### src/rtl/cb_pkg.sv
// Shared types and constants for the cb shift-add multiplier.
// Holds the controller state encoding and the default operand width.
package cb_pkg;

  localparam int CB_WIDTH = 8;

  typedef enum logic [1:0] {
    LOAD = 2'd0,
    STEP = 2'd1,
    DONE = 2'd2
  } state_e;

endpackage

### src/rtl/cb_adder.sv
// W-bit unsigned adder with carry-out.
// Used for the partial-sum update of the multiplier.
module cb_adder #(
  parameter int W = 8
) (
  input  logic [W-1:0] x,
  input  logic [W-1:0] y,
  output logic [W-1:0] sum,
  output logic         co
);

  logic [W:0] total_s;

  // W+1-bit addition so the carry is kept
  always_comb begin
    total_s = {1'b0, x} + {1'b0, y};
  end

  assign sum = total_s[W-1:0];
  assign co  = total_s[W];

endmodule

### src/rtl/cb.sv
// Sequential shift-add unsigned multiplier: LOAD, WIDTH x STEP, DONE.
// Any operand change after LOAD aborts the product and suppresses the strobe.
module cb
  import cb_pkg::*;
#(
  parameter int WIDTH = CB_WIDTH
) (
  input  logic               clk,
  input  logic               rst_n,
  input  logic [WIDTH-1:0]   a,
  input  logic [WIDTH-1:0]   b,
  output logic               c,
  output logic               cout,
  output logic [2*WIDTH-1:0] acc
);

  localparam int            CW   = $clog2(WIDTH + 1);
  localparam logic [CW-1:0] LAST = CW'(WIDTH - 1);

  state_e               state_r;
  logic [WIDTH-1:0]     mcand_q;
  logic [WIDTH-1:0]     mplr_q;
  logic [CW-1:0]        cnt_r;
  logic [2*WIDTH-1:0]   acc_r;
  logic                 cout_r;

  logic [WIDTH-1:0]     addend_s;
  logic [WIDTH-1:0]     sum_s;
  logic                 carry_s;
  logic                 changed_s;
  logic                 c_s;

  // Partial-sum addend and operand-change detection
  always_comb begin
    changed_s = (a != mcand_q) || (b != mplr_q);
    if (acc_r[0]) begin
      addend_s = mcand_q;
    end else begin
      addend_s = {WIDTH{1'b0}};
    end
  end

  cb_adder #(.W(WIDTH)) u_adder (
    .x   (acc_r[2*WIDTH-1:WIDTH]),
    .y   (addend_s),
    .sum (sum_s),
    .co  (carry_s)
  );

  // Strobe is gated by the live operand compare so a change during DONE is never flagged
  always_comb begin
    if ((state_r == DONE) && !changed_s) begin
      c_s = 1'b1;
    end else begin
      c_s = 1'b0;
    end
  end

  // Controller, operand latches, accumulator and carry register
  always_ff @(posedge clk or negedge rst_n) begin
    if (!rst_n) begin
      state_r <= LOAD;
      mcand_q <= {WIDTH{1'b0}};
      mplr_q  <= {WIDTH{1'b0}};
      cnt_r   <= {CW{1'b0}};
      acc_r   <= {(2*WIDTH){1'b0}};
      cout_r  <= 1'b0;
    end else begin
      case (state_r)
        LOAD: begin
          mcand_q <= a;
          mplr_q  <= b;
          acc_r   <= {{WIDTH{1'b0}}, b};
          cnt_r   <= {CW{1'b0}};
          cout_r  <= 1'b0;
          state_r <= STEP;
        end
        STEP: begin
          if (changed_s) begin
            state_r <= LOAD;
          end else begin
            acc_r  <= {carry_s, sum_s, acc_r[WIDTH-1:1]};
            cout_r <= carry_s;
            cnt_r  <= cnt_r + CW'(1);
            if (cnt_r == LAST) begin
              state_r <= DONE;
            end else begin
              state_r <= STEP;
            end
          end
        end
        DONE: begin
          state_r <= LOAD;
        end
        default: begin
          state_r <= LOAD;
        end
      endcase
    end
  end

  assign c    = c_s;
  assign cout = cout_r;
  assign acc  = acc_r;

endmodule

### config.mk
export PLATFORM = sky130hd
export DESIGN_NAME = cb
export DESIGN_NICKNAME = d
export VERILOG_FILES = /design/src/rtl/cb_pkg.sv /design/src/rtl/cb_adder.sv /design/src/rtl/cb.sv
export SDC_FILE = /design/constraint.sdc
export NUM_CORES = 1
export LEC_CHECK = 0
export CAP_MARGIN = 10
export CORE_MARGIN = 3
export CORE_UTILIZATION = 40
export DETAILED_ROUTE_END_ITERATION = 6
export HOLD_SLACK_MARGIN = 0.12
export PLACE_DENSITY_LB_ADDON = 0.25
export SLEW_MARGIN = 40
export SYNTH_ARGS = -nofsm -noshare
export SYNTH_HDL_FRONTEND = slang
export SYNTH_SLANG_ARGS = --single-unit
### constraint.sdc
create_clock -name clk -period 2.5 [get_ports clk]
set_input_delay 0.25 -clock clk [delete_from_list [all_inputs] [get_ports clk]]
set_output_delay 0.25 -clock clk [all_outputs]
set_load 0.03 [all_outputs]
==> results of run 1 <==
==> Yosys cell counts (4+ instances only) <==
| master | count |
|---|---|
| nand2_1 | 30 |
| a31o_1 | 16 |
| mux2_1 | 13 |
| and2_1 | 8 |
| xor2_1 | 19 |
| o21ai_1 | 18 |
| dfrtp_1 | 38 |
| clkbuf_1 | 8 |
| a22oi_1 | 8 |
| ha_1 | 9 |
| a21oi_1 | 6 |
| nor4_2 | 4 |
==> logic make-up after synthesis <==
kind of cell	after synthesis	synth area share [%]
DFF	38	41.42
muxes	16	7.847
and+or+nand+nor	60	14.61
adders and majority gates	10	5.777
buffers and inverters	17	3.706
xor gates and xnor gates	22	8.393
AOI/OAI and AO/OA	60	18.26
==> cells in the final DEF (no fill, tap or decap), drive strengths merged, types with 7 or more instances in the layout <==
cell	n
and2	8
a31o	16
nand2	30
ha	9
buf	15
clkbuf	7
a22oi	8
o21ai	20
clkdlybuf4s50	33
dfrtp	38
mux2	16
xor2	19
==> critical path: stages (launching register included) <==
cell and delay [ns]:
dfrtp_2 0.42, buf_4 0.16, and2_1 0.16, fa_1 0.46
a211oi_2 0.20, o21ai_1 0.13, a2111oi_2 0.32, nor4_1 0.09
a221o_1 0.29
==> per-stage QoR <==
| step | total power [mW] | instance area (um^2) | util, % |
|---|---|---|---|
| 6_report | 1.348 | 2919 | 54.71 |
| 5_1_grt | 1.397 | 2919 | 54.71 |
| 4_1_cts | 1.364 | 2902 | 54.39 |
| 3_5_place_dp | 0.8186 | 2774 | 51.99 |
| 3_3_place_gp | 0.8170 | 2771 | 51.95 |
| 2_1_floorplan | 0.7384 | 2297 | - |
==> metal layers <==
| layer | track usage (%) | vias to the layer above | share of wire [%] |
|---|---|---|---|
| li1 | - | 897 | - |
| met1 | 23.43 | 874 | 48 |
| met2 | 26.17 | 33 | 47 |
| met3 | 3.289 | 5 | 3.8 |
| met4 | 4.485 | 0 | 0.93 |
| met5 | 0 | - | 0 |
==> worst max path at each step <==
stage,startpoint,endpoint
final,acc[0],acc[15]
after global routing,acc[0],acc[15]
after CTS,acc[0],acc[15]
after detailed placement,acc[0],acc[15]
after global placement,acc[0],acc[15]
after floorplan,acc[0],acc[15]
==> power groups by stage <==
| stage | sequential (mW) | clock, mW | combinational (mW) |
|---|---|---|---|
| after floorplan | 0.674 | 0 | 0.0647 |
| after global placement | 0.663 | 0 | 0.154 |
| after detailed placement | 0.664 | 0 | 0.155 |
| after CTS | 0.651 | 0.556 | 0.157 |
| after global routing | 0.654 | 0.572 | 0.171 |
| final | 0.651 | 0.542 | 0.155 |
==> state kept, by name, summed over array words and instances, names as in the netlist <==
name	count
mcand_q	8
cnt_r	4
mplr_q	8
state_r	2
acc	16
==> what timing repair did <==
action / CTS / global route
endpoints found under the setup margin: 1 / 2
cloned: 0 / 0
pin swaps: 0 / 3
setup buffers: 0 / 1
hold endpoints to repair: 38 / 0
resized for setup: 1 / 2
hold buffers: 1 / 0
==> area by class of cell <==
cell class | count | area [um^2] | area share [%]
sequential | 38 | 952.2 | 32.62
timing repair buffer | 49 | 478.0 | 16.37
clock buffer | 7 | 86.33 | 2.958
inverter | 3 | 11.26 | 0.3858
tap | 70 | 87.58 | 3.000
multi-input combinational | 168 | 1274 | 43.63
clock inverter | 1 | 30.03 | 1.029
==> flow_summary.toml, run 1 <==
[timing]
tightest_slew_ns = 0.5360
rsz0062_at_grt = "false"
slew-limit-headroom_pct = 64.27
fmax_ghz = 0.4263
final_max_slew_viol_count = 0
skew_ns = 0.006698
whs_ns = 0.4666
setup_violations = 0
setup-tns-final_ns = 0
min_period_ns = 2.346
setup_slack_ns = 0.1541
finalCritPeriodShare_pct = 93.84
finalHoldViolCount = 0

[drt]
initialDrtViolationCount = 95
drc = 0
drtPass1Iterations = 5
post_drt_wl_per_cell_um = 15.12
vias = 1809
drtAntennaViolNets = 0
totalWireLength_mm = 5.081
viasPerCell = 5.384

[placed_design]
gp_congestion = 0.8669
hpwlAfterDp_mm = 3.713
portBuffers = 35
dp_slack_ns = 0.01399
dp_cells = 326

[power_and_ir_drop]
p_int_mw = 1.037
power_leakage_nw = 1.258
vdd_drop_max_mv = 0.3671
p_sw_share_pct = 23.04
p_clk_share_pct = 40.2
comb_power_share_pct = 11.5
p_switching_mw = 0.3105
seqPwrFrac_pct = 48.3
power_density_mw_per_mm2 = 461.7

[critical_path]
end_kind = "register"
start_kind = "register"
setup.worst_path.class = "register to register"
r2r_slack_ns = 0.15
r2r-end = "acc[15]"
cp.required_ns = 2.67
r2r_start = "acc[0]"
cp.arrival_ns = 2.51
rr_worst_depth = 8
critPathMaxFanout = 8

[finish]
diodes = 0
layout-drive-gt1-share_pct = 13.91
fin_nets = 293
fillers = 481
final_cells = 336
syn2layout_area_growth_pct = 27.14

[floorplan]
start_util_pct = 43.03
die_area_mm2 = 0.006685
row_count = 26
io_pins = 36
core_mm2 = 0.005335
die_y_um = 81.76
die-width_um = 81.76

[global_route]
overflow = 0
grt_pass1_wl_mm = 8.583
antenna_found_initial = 0
grt_max_degree = 39
grt_pass1_vias = 1784
groute.usage.overall_pct = 16.68

[clock_network]
cts_tree = "yes"
path_clk_slew_ns = 0.08
clockRootBuffer = "clkbuf_8"
cts_buffer_depth = 2
clock_latency_ns = 0.28
cts_buffers = 5
h-tree-depth = 2
clkSinkCount = 38

[yosys]
yosysWarnings = 0
yosysTopAreaCell = "dfrtp_1"
async_flop_share_pct = 100.0
synth.area.top_cells = "dfrtp_1 (41%), xor2_1 (7.2%), mux2_1 (6.4%), a31o_1 (6.1%), ha_1 (4.9%)"
synth-edff-count = 0
ys_types = 40
synth_top_area_share_pct = 41.42
synthCells = 223
netlist_area_mm2 = 0.002296
ys_ff_latch = 38
dominantRegCellSynth = "dfrtp_1"
synthesis.nets = 251
synth_area_per_cell_um2 = 10.30
ys_seq_area_share_pct = 41.42

[run]
drv_cap = 0

[worst_hold_path]
min_path_type = "input port to async pin"

[run_status]
status = "finished, final reports clean"
Power figures use the tool's default switching activity.
==> inputs of run 2 (changes only) <==
--- a/config.mk
+++ b/config.mk
@@ -5,6 +5,7 @@
 export SDC_FILE = /design/constraint.sdc
 export NUM_CORES = 1
 export LEC_CHECK = 0
+export ABC_CLOCK_PERIOD_IN_PS = 2500
 export CAP_MARGIN = 10
 export CORE_MARGIN = 3
 export CORE_UTILIZATION = 40
==> results of run 2 <==
No change in the layout: final DEF, timing and power equal those of run 1.
==> inputs of run 3 (changes only) <==
--- a/config.mk
+++ b/config.mk
@@ -8,7 +8,7 @@
 export ABC_CLOCK_PERIOD_IN_PS = 2500
 export CAP_MARGIN = 10
 export CORE_MARGIN = 3
-export CORE_UTILIZATION = 40
+export CORE_UTILIZATION = 48
 export DETAILED_ROUTE_END_ITERATION = 6
 export HOLD_SLACK_MARGIN = 0.12
 export PLACE_DENSITY_LB_ADDON = 0.25
==> flow_summary.toml, run 3 (same netlist as run 1, synthesis figures left out) <==
[run_status]
status = "finished, final reports clean"

[power_and_ir_drop]
power_leakage_nw = 1.232
power_density_mw_per_mm2 = 473.7
vdd_drop_max_mv = 0.3849

[timing]
finalHoldViolCount = 0
min_period_ns = 2.320
fmax_ghz = 0.4310
whs_ns = 0.4680
finalCritPeriodShare_pct = 92.81
setup_violations = 0
rsz0062_at_grt = "false"
final_max_slew_viol_count = 0
setup-tns-final_ns = 0
tightest_slew_ns = 0.4984
setup_slack_ns = 0.1797
slew-limit-headroom_pct = 66.77
skew_ns = 0.007054

[drt]
totalWireLength_mm = 4.999
drc = 0
drtAntennaViolNets = 0
viasPerCell = 5.828
post_drt_wl_per_cell_um = 15.92
vias = 1830
initialDrtViolationCount = 104
drtPass1Iterations = 4

[global_route]
grt_pass1_vias = 1751
groute.usage.overall_pct = 19.00
antenna_found_initial = 0
overflow = 0
grt_pass1_wl_mm = 8.176
grt_max_degree = 39

[placed_design]
place_area_mm2 = 0.002716
hpwlAfterDp_mm = 3.572
gp_congestion = 0.8852
dp_cells = 305
dp_slack_ns = 0.01598
portBuffers = 35

[clock_network]
cts_tree = "yes"
clkSinkCount = 38
cts_buffers = 5
clockRootBuffer = "clkbuf_8"
cts_buffer_depth = 2
h-tree-depth = 2
clock_latency_ns = 0.29
path_clk_slew_ns = 0.07

[critical_path]
end_kind = "output port"
start_kind = "register"
r2r_start = "acc[0]"
cp.arrival_ns = 2.07
crit_chain = "xor2_1, nor4_2, nand4_2, nor3b_1, buf_4"
cp.required_ns = 2.25
crit_family = "simple AND/OR/NAND/NOR gates"
crit_slowest_cell = "dfrtp_1"
timing.critical_path.buf_inv = 1
setup.worst_path.class = "register to output port"
critPathMaxFanout = 7
slowest_delay_ns = 0.41
crit_start = "mcand_q[2]"

[finish]
fin_nets = 289
final_cells = 314
diodes = 0
largest_reg_flops = 16
stdcell_area_mm2 = 0.002856
layout_commonest_cell = "dfrtp_1"
fillers = 381
syn2layout_area_growth_pct = 24.41
layout-drive-gt1-share_pct = 12.98
mostFrequentLayoutCells = "dfrtp_1 (37), clkdlybuf4s50_1 (33), nand2_1 (30), xor2_1 (19), o21ai_1 (18)"

[floorplan]
die-width_um = 75.16
die_y_um = 75.16
die_area_mm2 = 0.005649
row_count = 24
io_pins = 36
core_mm2 = 0.004474
start_util_pct = 51.31

[worst_hold_path]
min_path_type = "input port to async pin"

[run]
drv_cap = 0
run 3: cell types whose count changed in the layout (fill, tap and decap cells not counted), sizes merged:
cell / previous run / this run
buf: 15 / 11
run 3: per-layer routing:
metal | up-vias | routed length (um) | track usage [%]
met2 | 44 | 2363 | 29.50
li1 | 885 | - | -
met3 | 6 | 213 | 3.605
met5 | - | 0 | 0
met4 | 0 | 53 | 5.243
met1 | 895 | 2368 | 27.25
run 3: power breakdown:
group	internal [mW]	total, mW	switching (mW)
clock network	0.326	0.549	0.223
logic	0.0757	0.152	0.0764
registers	0.634	0.652	0.0182
total	1.04	1.35	0.318
run 3: area by class of cell:
type / count / area [um^2] / share of cell area (%)
multi-input cells: 168 / 1276 / 44.68
flip-flops and latches: 38 / 952.2 / 33.33
repair buffers: 45 / 435.4 / 15.24
clock buffers: 7 / 86.33 / 3.022
well taps: 52 / 65.06 / 2.278
clock inverters: 1 / 30.03 / 1.051
inverters: 3 / 11.26 / 0.3942
run 3: timing repair:
action                                  CTS  global route
resized for setup                         1             3
endpoints found under the hold margin    38             0
endpoints found under the setup margin    1             1
pin swaps                                 0             1
buffers inserted                          0             0
hold buffers                              1             0
run 3: stage by stage:
| stage | utilization, % | power (mW) |
|---|---|---|
| 6_report | 63.84 | 1.353 |
| 3_3_place_gp | 60.65 | 0.8129 |
| 5_1_grt | 63.84 | 1.396 |
| 2_1_floorplan | - | 0.7384 |
| 3_5_place_dp | 60.71 | 0.8163 |
| 4_1_cts | 63.56 | 1.363 |
run 3: final timing paths:
check	endpoint	slack [ns]	cells after the start
max	c	0.18	5
max in group asynchronous	acc[0]	1.67	2
min in group clk	mplr_q[6]	0.51	1
min	acc[11]	0.47	2
min reg2reg	mplr_q[6]	0.51	1
max reg2reg	acc[15]	0.22	8
